File: src/rtl/aes_stream_pkg.sv
// aes_stream_pkg: shared types and constants for the AES stream controller.
package aes_stream_pkg;
  localparam int AES_BYTE_W = 8;
  localparam int DEF_BLOCK_BYTES = 16;
  typedef enum logic [1:0] {IDLE, LOAD, COLLECT, DRAIN} state_t;
endpackage

File: src/rtl/aes_stream_ctrl_if.sv
// aes_stream_ctrl_if: FIFO and byte-wide AES core signals seen by the stream controller.
interface aes_stream_ctrl_if #(parameter int DATA_WIDTH = 16);
  logic data_empty;
  logic [DATA_WIDTH-1:0] data_din;
  logic data_rd;
  logic data_full;
  logic data_wr;
  logic [DATA_WIDTH-1:0] data_dout;
  logic aes_load;
  logic [aes_stream_pkg::AES_BYTE_W-1:0] aes_key;
  logic [aes_stream_pkg::AES_BYTE_W-1:0] aes_din;
  logic [aes_stream_pkg::AES_BYTE_W-1:0] aes_dout;
  logic aes_vld;
  logic aes_abort;
  modport master (
    input  data_empty, data_din, data_full, aes_dout, aes_vld,
    output data_rd, data_wr, data_dout, aes_load, aes_key, aes_din, aes_abort
  );
  modport slave (
    output data_empty, data_din, data_full, aes_dout, aes_vld,
    input  data_rd, data_wr, data_dout, aes_load, aes_key, aes_din, aes_abort
  );
endinterface

File: src/rtl/aes_stream_obuf.sv
// aes_stream_obuf: per-block result byte buffer, one write port and a combinational read, same index.
module aes_stream_obuf
  import aes_stream_pkg::*;
#(
  parameter int BLOCK_BYTES = DEF_BLOCK_BYTES
) (
  input  logic clock,
  input  logic we,
  input  logic [3:0] idx,
  input  logic [AES_BYTE_W-1:0] wdata,
  output logic [AES_BYTE_W-1:0] rdata
);
  logic [AES_BYTE_W-1:0] mem [BLOCK_BYTES];
  always_ff @(posedge clock)
    if (we) mem[idx] <= wdata;
  assign rdata = mem[idx];
endmodule

File: src/rtl/aes_stream_ctrl.sv
// aes_stream_ctrl: streams FIFO words into a byte-wide AES core, buffers the result block and drains it.
// Define AES_STREAM_CTRL_TIMEOUT_EN to build the COLLECT watchdog (aes_abort / err_timeout).
module aes_stream_ctrl
  import aes_stream_pkg::*;
#(
  parameter int DATA_WIDTH = 16,
  parameter int BLOCK_BYTES = DEF_BLOCK_BYTES,
  parameter int TIMEOUT_CYCLES = 256
) (
  input  logic clock,
  input  logic rst,
  aes_stream_ctrl_if.master io,
  output logic busy,
  output logic [15:0] blk_cnt,
  output logic err_timeout
);
  localparam logic [3:0] LAST = 4'(BLOCK_BYTES - 1);
  state_t state, state_nx;
  logic [3:0] idx;
  logic [15:0] blk_cnt_q;
  logic [AES_BYTE_W-1:0] rd_byte;
  logic last, vld, adv, timeout;
  assign last = idx == LAST;
  assign vld = state == COLLECT && io.aes_vld;
  assign busy = state != IDLE;
  assign blk_cnt = blk_cnt_q;
  assign io.aes_key = io.data_din[15:8];
  assign io.aes_din = io.data_din[7:0];
  assign io.data_dout = DATA_WIDTH'(rd_byte);
  always_comb begin
    io.data_rd = state == LOAD && !io.data_empty;
    io.aes_load = state == LOAD && !io.data_empty;
    io.data_wr = state == DRAIN && !io.data_full;
    adv = io.data_rd || vld || io.data_wr;
    state_nx = state;
    case (state)
      IDLE:    state_nx = io.data_empty ? IDLE : LOAD;
      LOAD:    state_nx = io.data_rd && last ? COLLECT : LOAD;
      COLLECT: state_nx = vld && last ? DRAIN : timeout ? IDLE : COLLECT;
      DRAIN:   state_nx = io.data_wr && last ? IDLE : DRAIN;
      default: state_nx = IDLE;
    endcase
  end
  // idx sits at zero in IDLE, so each block starts loading from byte 0
  always_ff @(posedge clock or negedge rst)
    if (!rst) begin
      state <= IDLE;
      idx <= '0;
      blk_cnt_q <= '0;
    end else begin
      state <= state_nx;
      idx <= (state == IDLE || timeout || (adv && last)) ? '0 : idx + 4'(adv);
      if (io.data_wr && last) blk_cnt_q <= blk_cnt_q + 16'd1;
    end
  aes_stream_obuf #(.BLOCK_BYTES(BLOCK_BYTES)) u_obuf (
    .clock(clock),
    .we(vld),
    .idx(idx),
    .wdata(io.aes_dout),
    .rdata(rd_byte)
  );
`ifdef AES_STREAM_CTRL_TIMEOUT_EN
  localparam int TO_W = $clog2(TIMEOUT_CYCLES);
  logic [TO_W-1:0] to_cnt;
  assign timeout = state == COLLECT && !io.aes_vld && to_cnt == TO_W'(TIMEOUT_CYCLES - 1);
  assign io.aes_abort = timeout;
  always_ff @(posedge clock or negedge rst)
    if (!rst) begin
      to_cnt <= '0;
      err_timeout <= 1'b0;
    end else begin
      to_cnt <= (state != COLLECT || io.aes_vld) ? '0 : to_cnt + 1'b1;
      if (timeout) err_timeout <= 1'b1;
    end
`else
  assign timeout = 1'b0;
  assign io.aes_abort = 1'b0;
  assign err_timeout = 1'b0;
`endif
endmodule

File: src/flat_wrapper.sv
// flat-port wrapper written by rule: the top's interface ports become plain ports
module aes_stream_ctrl_flat import aes_stream_pkg::*;
#(
  parameter int DATA_WIDTH = 16,
  parameter int BLOCK_BYTES = DEF_BLOCK_BYTES,
  parameter int TIMEOUT_CYCLES = 256
)
  (clock, rst, busy, blk_cnt, err_timeout, io_data_empty, io_data_din, io_data_full, io_aes_dout, io_aes_vld, io_data_rd, io_data_wr, io_data_dout, io_aes_load, io_aes_key, io_aes_din, io_aes_abort);
  aes_stream_ctrl_if #(.DATA_WIDTH(DATA_WIDTH)) io_i ();
  input  logic clock;
  input  logic rst;
  output logic busy;
  output logic [15:0] blk_cnt;
  output logic err_timeout;
  input wire logic [$bits(io_i.data_empty)-1:0] io_data_empty;
  input wire logic [$bits(io_i.data_din)-1:0] io_data_din;
  input wire logic [$bits(io_i.data_full)-1:0] io_data_full;
  input wire logic [$bits(io_i.aes_dout)-1:0] io_aes_dout;
  input wire logic [$bits(io_i.aes_vld)-1:0] io_aes_vld;
  output wire logic [$bits(io_i.data_rd)-1:0] io_data_rd;
  output wire logic [$bits(io_i.data_wr)-1:0] io_data_wr;
  output wire logic [$bits(io_i.data_dout)-1:0] io_data_dout;
  output wire logic [$bits(io_i.aes_load)-1:0] io_aes_load;
  output wire logic [$bits(io_i.aes_key)-1:0] io_aes_key;
  output wire logic [$bits(io_i.aes_din)-1:0] io_aes_din;
  output wire logic [$bits(io_i.aes_abort)-1:0] io_aes_abort;
  assign io_i.data_empty = io_data_empty;
  assign io_i.data_din = io_data_din;
  assign io_i.data_full = io_data_full;
  assign io_i.aes_dout = io_aes_dout;
  assign io_i.aes_vld = io_aes_vld;
  assign io_data_rd = io_i.data_rd;
  assign io_data_wr = io_i.data_wr;
  assign io_data_dout = io_i.data_dout;
  assign io_aes_load = io_i.aes_load;
  assign io_aes_key = io_i.aes_key;
  assign io_aes_din = io_i.aes_din;
  assign io_aes_abort = io_i.aes_abort;
  aes_stream_ctrl #(.DATA_WIDTH(DATA_WIDTH), .BLOCK_BYTES(BLOCK_BYTES), .TIMEOUT_CYCLES(TIMEOUT_CYCLES)) u_core (.clock(clock), .rst(rst), .io(io_i), .busy(busy), .blk_cnt(blk_cnt), .err_timeout(err_timeout));
endmodule
File: config.mk
export PLATFORM = sky130hd
export DESIGN_NAME = aes_stream_ctrl_flat
export DESIGN_NICKNAME = d
export VERILOG_FILES = /design/src/rtl/aes_stream_pkg.sv /design/src/rtl/aes_stream_ctrl_if.sv /design/src/rtl/aes_stream_obuf.sv /design/src/rtl/aes_stream_ctrl.sv /design/src/flat_wrapper.sv
export SDC_FILE = /design/constraint.sdc
export NUM_CORES = 1
export LEC_CHECK = 0
export BUFFER_PORTS_ARGS = -buffer_cell sky130_fd_sc_hd__buf_2
export CAP_MARGIN = 20
export CORE_AREA = 2 2 105 158
export DETAILED_ROUTE_END_ITERATION = 7
export DIE_AREA = 0 0 107 160
export SYNTH_ARGS = -nofsm -noshare
export SYNTH_HDL_FRONTEND = slang
export SYNTH_HIERARCHICAL = 1
export SYNTH_SLANG_ARGS = --single-unit
File: constraint.sdc
create_clock -name clock -period 3.3 [get_ports clock]
set_input_delay 0.825 -clock clock [delete_from_list [all_inputs] [get_ports clock]]
set_output_delay 0.825 -clock clock [all_outputs]
set_load 0.02 [all_outputs]
==> results.ini, run 1 <==
[synth]
ys_types=41
synth.most_common_cell=edfxtp_1
yosysTopAreaCellShare_pct=61.6
synth_seq_area_share_pct=70.4
yosys-top-cells-area=edfxtp_1 62%, mux4_2 12%, dfrtp_1 8.8%
synth_area_per_cell_sq_um=17.7
synthesis.area_sq_mm=0.00624
yosys_warnings=6
yosys-top-cells-count=128 x edfxtp_1, 32 x mux4_2, 28 x buf_4, 22 x dfrtp_1, 21 x nor2_1
syn_inst=352
ys.flop_type=edfxtp_1
synth_edf_count=128
async_reset_ff_share_pct=14.7
synth_top_area_cell=edfxtp_1
ys_ff_latch=150

[final_layout]
diodes=0
seqCellArea_sq_mm=0.00440
layoutNonFillerInstCount=619
fillers=1352
areaGrowthSynthToFinish_pct=15.7
layout-drive-gt1-share_pct=32.4
multi_input_area_sq_mm=0.00160
nets=432

[timing]
relSlewSlack_pct=56.9
setup_tns_ps=0
hold_violations=0
fin_crit_sh_pct=95.0
maxClockFrequency_mhz=319
setup_viol=0
worstMarginPinSlew_ps=646
post-route-min-period_ps=3130
final_max_slew_viol_count=0
skew_ps=8.14
rsz0062_at_grt=no

[floorplan]
initial_core_util_pct=39.2
ios=83
rows=57
die_area_sq_mm=0.0171
core_area_sq_mm=0.0159
die_h_um=160
die_w_um=107

[cts]
cts_hold_buf=0
cts_buffer_depth=2
cts.sinks=150
cts_tree=built
cts_setup_buffers=0
numCtsBuffers=17
clk_latency_ps=410
htree_levels=4
clk_pin_slew_worst_paths_ps=70
ctsRootBufferMaster=clkbuf_16

[global_route]
antenna_found_initial=0
grt_pass1_vias=3323
grt_max_degree=44
track_usage_pct=15.0
grt_overflow=0
grt_pass1_wl_um=19000

[critical_path]
r2r_cells=5
critPathLaunchType=flip-flop
cp.depth=5
critPathMaxFanout=13
cp.arrival_ps=2310
critical_path_class=reg -> out
slowest_delay_ps=600
crit_chain=buf_4 -> mux4_2 -> a22oi_1 -> nand2_1 -> buf_2
path_buf_inv=2
required_ps=2470
crit_slowest_cell=dfrtp_4
crit_family=flip-flops
worstSetupEndpointType=output port

[detailed_routing]
avgRoutedWirePerCell_um=20.0
antenna_violating_nets_post_route=0
route.vias.total=3237
first_pass_iters=4
route.met2.wl_um=6870
drt_iter0_markers=157
drc=0
top_layer=met4
viasPerCell=5.23
wirelength_met1_um=4960
wirelength_um=12400
route.met3.wl_um=406

[status]
outcome=finished clean

[pwr]
p_comb_share_pct=25.5
powerDensity_mw_per_mm2=768
internal_power_mw=3.82
p_leak_nw=2.60
p_sw_share_pct=31.1
power_switching_mw=1.73
power_frac_clock_pct=34.2
peakVddDrop_v=0.000420
p_seq_share_pct=40.3

[placed_design]
hpwl_um=8330
portBuffers=40
gp_congestion=0.762
dp.cells=587

[flow_run]
maxCapViolCount=0

[hold_path]
hold_path.class=in -> async

==> power by group through the flow <==
stage                     Combinational, mW  Sequential [mW]  Clock [mW]
after CTS                              1.43             2.24        1.94
after global routing                   1.52             2.25        2.01
final                                  1.41             2.24        1.90
after global placement                 1.42             2.27           0
after floorplan                        1.12             2.21           0
after detailed placement               1.43             2.28           0
==> state kept, by name, summed over array words and instances, names as in the netlist <==
signal and flops:
u_core/blk_cnt 16, u_core/idx 4, u_core/state 2, u_core/u_obuf/mem 128
==> path summary, 6_finish.rpt <==
check / start / to / slack, ps
max: u_core/idx[0] / io_data_dout[2] / 170
min: rst / u_core/blk_cnt[1] / 370
max reg2reg: u_core/state[0] / u_core/u_obuf/mem[0][5] / 930
min reg2reg: u_core/blk_cnt[15] / u_core/blk_cnt[15] / 480
max in group asynchronous: rst / u_core/idx[0] / 2540
min in group clock: u_core/blk_cnt[15] / u_core/blk_cnt[15] / 480
==> layout make-up <==
class / instances / share of cell area [%]
Clock inverter: 14 / 2.12
Sequential cell: 150 / 60.9
Tap cell: 206 / 3.57
Timing Repair Buffer: 60 / 5.20
Multi-Input combinational cell: 169 / 22.1
Inverter: 2 / 0.104
Clock buffer: 18 / 5.95
==> per-layer routing <==
layer | vias up | track usage, %
met4 | 0 | 5.43
met3 | 14 | 3.67
met1 | 1711 | 17.6
met5 | - | 0
met2 | 78 | 26.7
li1 | 1434 | -
==> placed cells by master, fill, tap and decap left out, drive strengths merged, types with 2 or more instances in the layout <==
cell type and instances:
a22oi 16, ha 3, dfrtp 22, xor2 8, conb 10, clkinv 2, nor3 7, nor4 2
nand3b 3, nand2 20, mux4 32, nor2b 4, xnor2 10, and2 4, nand2b 3, nand4 5
nor2 21, nand3 7, buf 60, a22o 2, edfxtp 128, clkbuf 18, inv 12
==> what timing repair did <==
action / 4_1_cts / 5_1_grt
setup endpoints to repair: 0 / 8
hold endpoints to repair: 0 / 0
gates resized for setup: 0 / 1
==> kinds of logic (layout without fill, tap and decap cells) <==
family	after synthesis	after routing	share of synthesized area [%]
DFF	150	150	70.4
and+or+nand+nor	83	83	7.46
buffers and inverters	42	94	4.53
muxes	32	32	11.6
AOI/OAI and AO/OA	23	23	2.85
xor gates and xnor gates	18	18	2.53
adders and majority gates	3	3	0.602
other	1	10	0.0601
==> metrics by stage <==
| stage | utilization, % | setup slack, ps | cell area, sq um | hold slack [ps] | total power [mW] |
|---|---|---|---|---|---|
| 5_1_grt | 45.4 | 23.8 | 7220 | 396 | 5.78 |
| 6_report | 45.4 | 165 | 7220 | 374 | 5.54 |
| 2_1_floorplan | - | 613 | 6270 | 529 | 3.33 |
| 4_1_cts | 45.4 | 21.6 | 7210 | 385 | 5.60 |
| 3_3_place_gp | 41.7 | 493 | 6630 | 460 | 3.70 |
| 3_5_place_dp | 41.7 | 465 | 6630 | 474 | 3.70 |
(Power assumes the default switching activity.)
==> run 2: changes to the inputs <==
Settings changed: CELL_PAD_IN_SITES_DETAIL_PLACEMENT from default to 1, CELL_PAD_IN_SITES_GLOBAL_PLACEMENT from default to 1, PLACE_DENSITY_LB_ADDON from default to 0.1.
Clock period 3.3 ns to 3.1 ns, I/O delays scaled along.
==> run 2 against run 1 <==
Flip-flop and latch count unchanged. Count of clock-buffer cells in the layout stayed put. Utilization is 0.37 points higher. Clock skew grew 1.0 ps. Global-route usage rose by 2.2 points. Sequential power is 4% higher.
==> results.ini, run 2 (synthesis results as in run 1) <==
[global_route]
antenna_found_initial=0
grt_max_degree=23
track_usage_pct=17.3
grt_overflow=0
grt_pass1_wl_um=21400
grt_pass1_vias=3495

[timing]
skew_ps=9.14
maxClockFrequency_mhz=339
final_max_slew_viol_count=0
fin_crit_sh_pct=95.2
setup_tns_ps=0
hold-worst-slack_ps=330
relSlewSlack_pct=49.0
setup_viol=0
post-route-min-period_ps=2950
rsz0062_at_grt=no
hold_violations=0
worstMarginPinSlew_ps=762

[floorplan]
die_area_sq_mm=0.0171
die_w_um=107
rows=57
initial_core_util_pct=39.2
die_h_um=160
core_area_sq_mm=0.0159
ios=83

[placed_design]
portBuffers=40
dp.cells=591
gp_congestion=0.748
postPlaceCellArea_sq_mm=0.00666
hpwl_um=9230

[detailed_routing]
wirelength_um=13400
first_pass_iters=4
antenna_violating_nets_post_route=0
viasPerCell=5.18
drt_iter0_markers=167
drc=0
avgRoutedWirePerCell_um=21.5
route.vias.total=3240

[critical_path]
worstSetupEndpointType=output port
critical_path_class=reg -> out
critPathMaxFanout=12
required_ps=2320
cp.arrival_ps=2180
critPathLaunchType=flip-flop

[status]
outcome=finished clean

[final_layout]
nets=438
final_cell_mix=128 x edfxtp_1, 40 x buf_2, 32 x mux4_2, 24 x buf_4
largest_reg_flops=128
fillers=1549
multi_input_area_sq_mm=0.00160
layoutNonFillerInstCount=625
seqCellArea_sq_mm=0.00440
layout_commonest_cell=edfxtp_1
stdcell_area_sq_mm=0.00728
layout-drive-gt1-share_pct=33.7
areaGrowthSynthToFinish_pct=16.6
regMostFlops=u_core/u_obuf/mem
diodes=0

[hold_path]
hold_path.class=in -> async

[pwr]
p_leak_nw=2.62
power_mw=6.03
powerDensity_mw_per_mm2=828
peakVddDrop_v=0.000419

[cts]
cts.sinks=150
htree_levels=4
numCtsBuffers=17
clk_latency_ps=420
clk_pin_slew_worst_paths_ps=60
cts_buffer_depth=2
cts_hold_buf=0
ctsRootBufferMaster=clkbuf_16
cts_tree=built

[flow_run]
maxCapViolCount=0

[run 2: worst paths after layout]
path                                    startpoint                      end  slack (ps)  cells after the start
worst min-delay path                           rst       u_core/blk_cnt[10]         330                      1
worst max-delay path                 u_core/idx[2]          io_data_dout[2]         150                      4
max in group asynchronous                      rst            u_core/idx[0]        2370                      1
worst min register to register  u_core/blk_cnt[15]       u_core/blk_cnt[15]         490                      1
worst max register to register     u_core/state[0]  u_core/u_obuf/mem[2][4]         620                      5
min in group clock              u_core/blk_cnt[15]       u_core/blk_cnt[15]         490                      1
[run 2: where the power goes]
| group | total (mW) | switching, mW | internal, mW |
|---|---|---|---|
| Clock | 2.07 | 0.857 | 1.21 |
| Sequential | 2.34 | 0.102 | 2.24 |
| Combinational | 1.62 | 0.901 | 0.716 |
[run 2: layout make-up]
class | count | area share, %
multi-input combinational | 169 | 22.0
inverter | 2 | 0.103
sequential | 150 | 60.4
tap | 206 | 3.54
clock buffer | 18 | 5.90
timing repair buffer | 66 | 5.78
clock inverter | 14 | 2.25
[run 2: critical path: stages, from the launching register on]
cell	delay (ps)
dfrtp_1	530
nor2_1	660
a22oi_1	250
nand2_1	130
buf_2	180
[run 2: metrics by stage]
step | setup slack (ps) | utilization (%)
final | 147 | 45.7
after global routing | 2.06 | 45.7
after CTS | 33.8 | 45.6
after detailed placement | 289 | 41.9
after global placement | 348 | 41.9
after floorplan | 463 | -
[run 2: layer usage]
metal / vias up / GRT usage [%] / part of all wire (%)
met5: - / 0 / 0
met4: 0 / 5.79 / 1.4
met3: 18 / 3.06 / 3.6
met2: 71 / 29.6 / 53
met1: 1705 / 22.0 / 41
li1: 1446 / - / -
[run 2: what timing repair did]
item                                    CTS  global route
gates resized for setup                   1             1
hold endpoints to repair                  0             0
endpoints found under the setup margin    3             6
setup buffers                             0             2
pin swaps                                 0             0
==> run 3: changes to the inputs <==
--- a/config.mk
+++ b/config.mk
@@ -15,2 +15,3 @@
 export PLACE_DENSITY_LB_ADDON = 0.1
+export SLEW_MARGIN = 20
 export SYNTH_ARGS = -nofsm -noshare
==> constraint.sdc (replaced) <==
create_clock -name clock -period 3.1 [get_ports clock]
set_input_delay 0.465 -clock clock [delete_from_list [all_inputs] [get_ports clock]]
set_output_delay 0.465 -clock clock [all_outputs]
set_load 0.02 [all_outputs]
==> run 3 against run 2 <==
Via count decreased by 1.9%. Count of clock-buffer cells in the layout decreased by 1. Combinational power decreased by 3%. Flip-flop and latch count unchanged. Cell count decreased by 1.3%. Utilization decreased by 0.65 points. Worst hold slack got worse by 320 ps. Die area unchanged. First-iteration DRC count increased by 2.4%. Setup slack improved by 320 ps. Power decreased by 2.9%. Routed wire length decreased by 0.52%. Largest power group unchanged.
==> results.ini, run 3 (synthesis results as in run 1) <==
[final_layout]
multi_input_area_sq_mm=0.00160
areaGrowthSynthToFinish_pct=15.0
layoutNonFillerInstCount=617
final_cell_mix=128 x edfxtp_1, 40 x buf_2, 32 x mux4_2, 21 x nor2_1, 21 x dfrtp_1
layout-drive-gt1-share_pct=31.9
fillers=1553
regMostFlops=u_core/u_obuf/mem
seqCellArea_sq_mm=0.00440
nets=430
diodes=0
largest_reg_flops=128
layout_commonest_cell=edfxtp_1

[placed_design]
dpl_worst_slack_ps=609
portBuffers=40
gp_congestion=0.719
dp.cells=585
hpwl_um=9090

[floorplan]
core_area_sq_mm=0.0159
die_h_um=160
die_area_sq_mm=0.0171
rows=57
die_w_um=107
initial_core_util_pct=39.2
ios=83

[cts]
cts_resized=0
clk_pin_slew_worst_paths_ps=60
ctsRootBufferMaster=clkbuf_16
cts.sinks=150
numCtsBuffers=17
cts_buffer_depth=2
cts_tree=built
clk_latency_ps=420
htree_levels=4
cts_setup_buffers=0
cts_hold_buf=0

[detailed_routing]
viasPerCell=5.15
wirelength_um=13300
antenna_violating_nets_post_route=0
route.vias.total=3177
drt_iter0_markers=171
first_pass_iters=4
drc=0
avgRoutedWirePerCell_um=21.6

[pwr]
p_seq_share_pct=40.1
peakVddDrop_v=0.000465
powerDensity_mw_per_mm2=816
internal_power_mw=4.03
p_sw_share_pct=31.2
p_comb_share_pct=26.9
power_mw=5.85
p_leak_nw=2.56
power_switching_mw=1.82
power_frac_clock_pct=33.0

[global_route]
antenna_found_initial=0
grt_overflow=0
grt_pass1_wl_um=20800
grt_pass1_vias=3426
grt_max_degree=38
track_usage_pct=16.9

[critical_path]
crit_slowest_cell=dfrtp_1
critPathMaxFanout=37
r2r_cells=4
critPathLaunchType=flip-flop
crit_chain=buf_12 -> mux4_2 -> a22oi_1 -> nand2_1 -> buf_2
worstSetupEndpointType=output port
cp.arrival_ps=2170
critical_path_class=reg -> out
required_ps=2630
slowest_delay_ps=550

[timing]
fin_crit_sh_pct=84.9
hold-worst-slack_ps=12.2
setup_viol=0
hold_violations=0
worst_slack_ps=469
skew_ps=7.77
rsz0062_at_grt=no
post-route-min-period_ps=2630
maxClockFrequency_mhz=380
relSlewSlack_pct=47.4
final_max_slew_viol_count=0
worstMarginPinSlew_ps=786
setup_tns_ps=0

[flow_run]
maxCapViolCount=0

[status]
outcome=finished clean

[hold_path]
hold_path.class=in -> async

[run 3: cell count changes in the layout (fill, tap and decap cells not counted), moves of 2 or more]
cell	before	now
buf_4	24	16
clkinv_1	0	2
clkinv_2	0	2
inv_6	6	3
[run 3: path summary, 6_finish.rpt]
kind,from,endpoint,slack [ps]
max in group asynchronous,rst,u_core/idx[0],2710
setup / recovery,u_core/idx[1],io_data_dout[3],470
hold / removal,rst,u_core/blk_cnt[8],10
setup reg to reg,u_core/state[0],u_core/u_obuf/mem[3][5],580
hold reg to reg,u_core/blk_cnt[15],u_core/blk_cnt[15],480
min in group clock,io_data_full,u_core/state[1],400
[run 3: cell type report]
class / instances / area share, %
Clock buffer: 17 / 5.93
Tap cell: 206 / 3.59
Clock inverter: 15 / 1.81
Timing Repair Buffer: 58 / 5.02
Inverter: 2 / 0.105
Multi-Input combinational cell: 169 / 22.3
Sequential cell: 150 / 61.3
[run 3: metrics by stage]
step | utilization [%] | instance area [sq um]
2_1_floorplan | - | 6270
3_3_place_gp | 41.6 | 6620
3_5_place_dp | 41.6 | 6620
4_1_cts | 45.1 | 7170
5_1_grt | 45.1 | 7170
6_report | 45.1 | 7170
[run 3: layer usage]
metal	vias up	wire length, um	track usage (%)	share of wire (%)
li1	1426	-	-	-
met1	1653	5290	19.8	40
met2	79	7250	29.8	54
met3	19	501	3.59	3.8
met4	0	298	7.08	2.2
met5	-	0	0	0
[run 3: critical path: cells and delay by family, from the launching register on]
| family | cells | cell delay (ps) |
|---|---|---|
| mux | 1 | 390 |
| compound gates | 1 | 240 |
| simple gates | 1 | 90 |
| buf+inv | 2 | 460 |
| flops | 1 | 550 |
[run 3: power by group through the flow]
stage | clock, mW | sequential (mW) | combinational, mW
floorplan | 0 | 2.35 | 1.19
global placement | 0 | 2.39 | 1.60
detailed placement | 0 | 2.39 | 1.62
CTS | 1.98 | 2.35 | 1.61
global route | 2.05 | 2.36 | 1.72
finish | 1.93 | 2.35 | 1.57
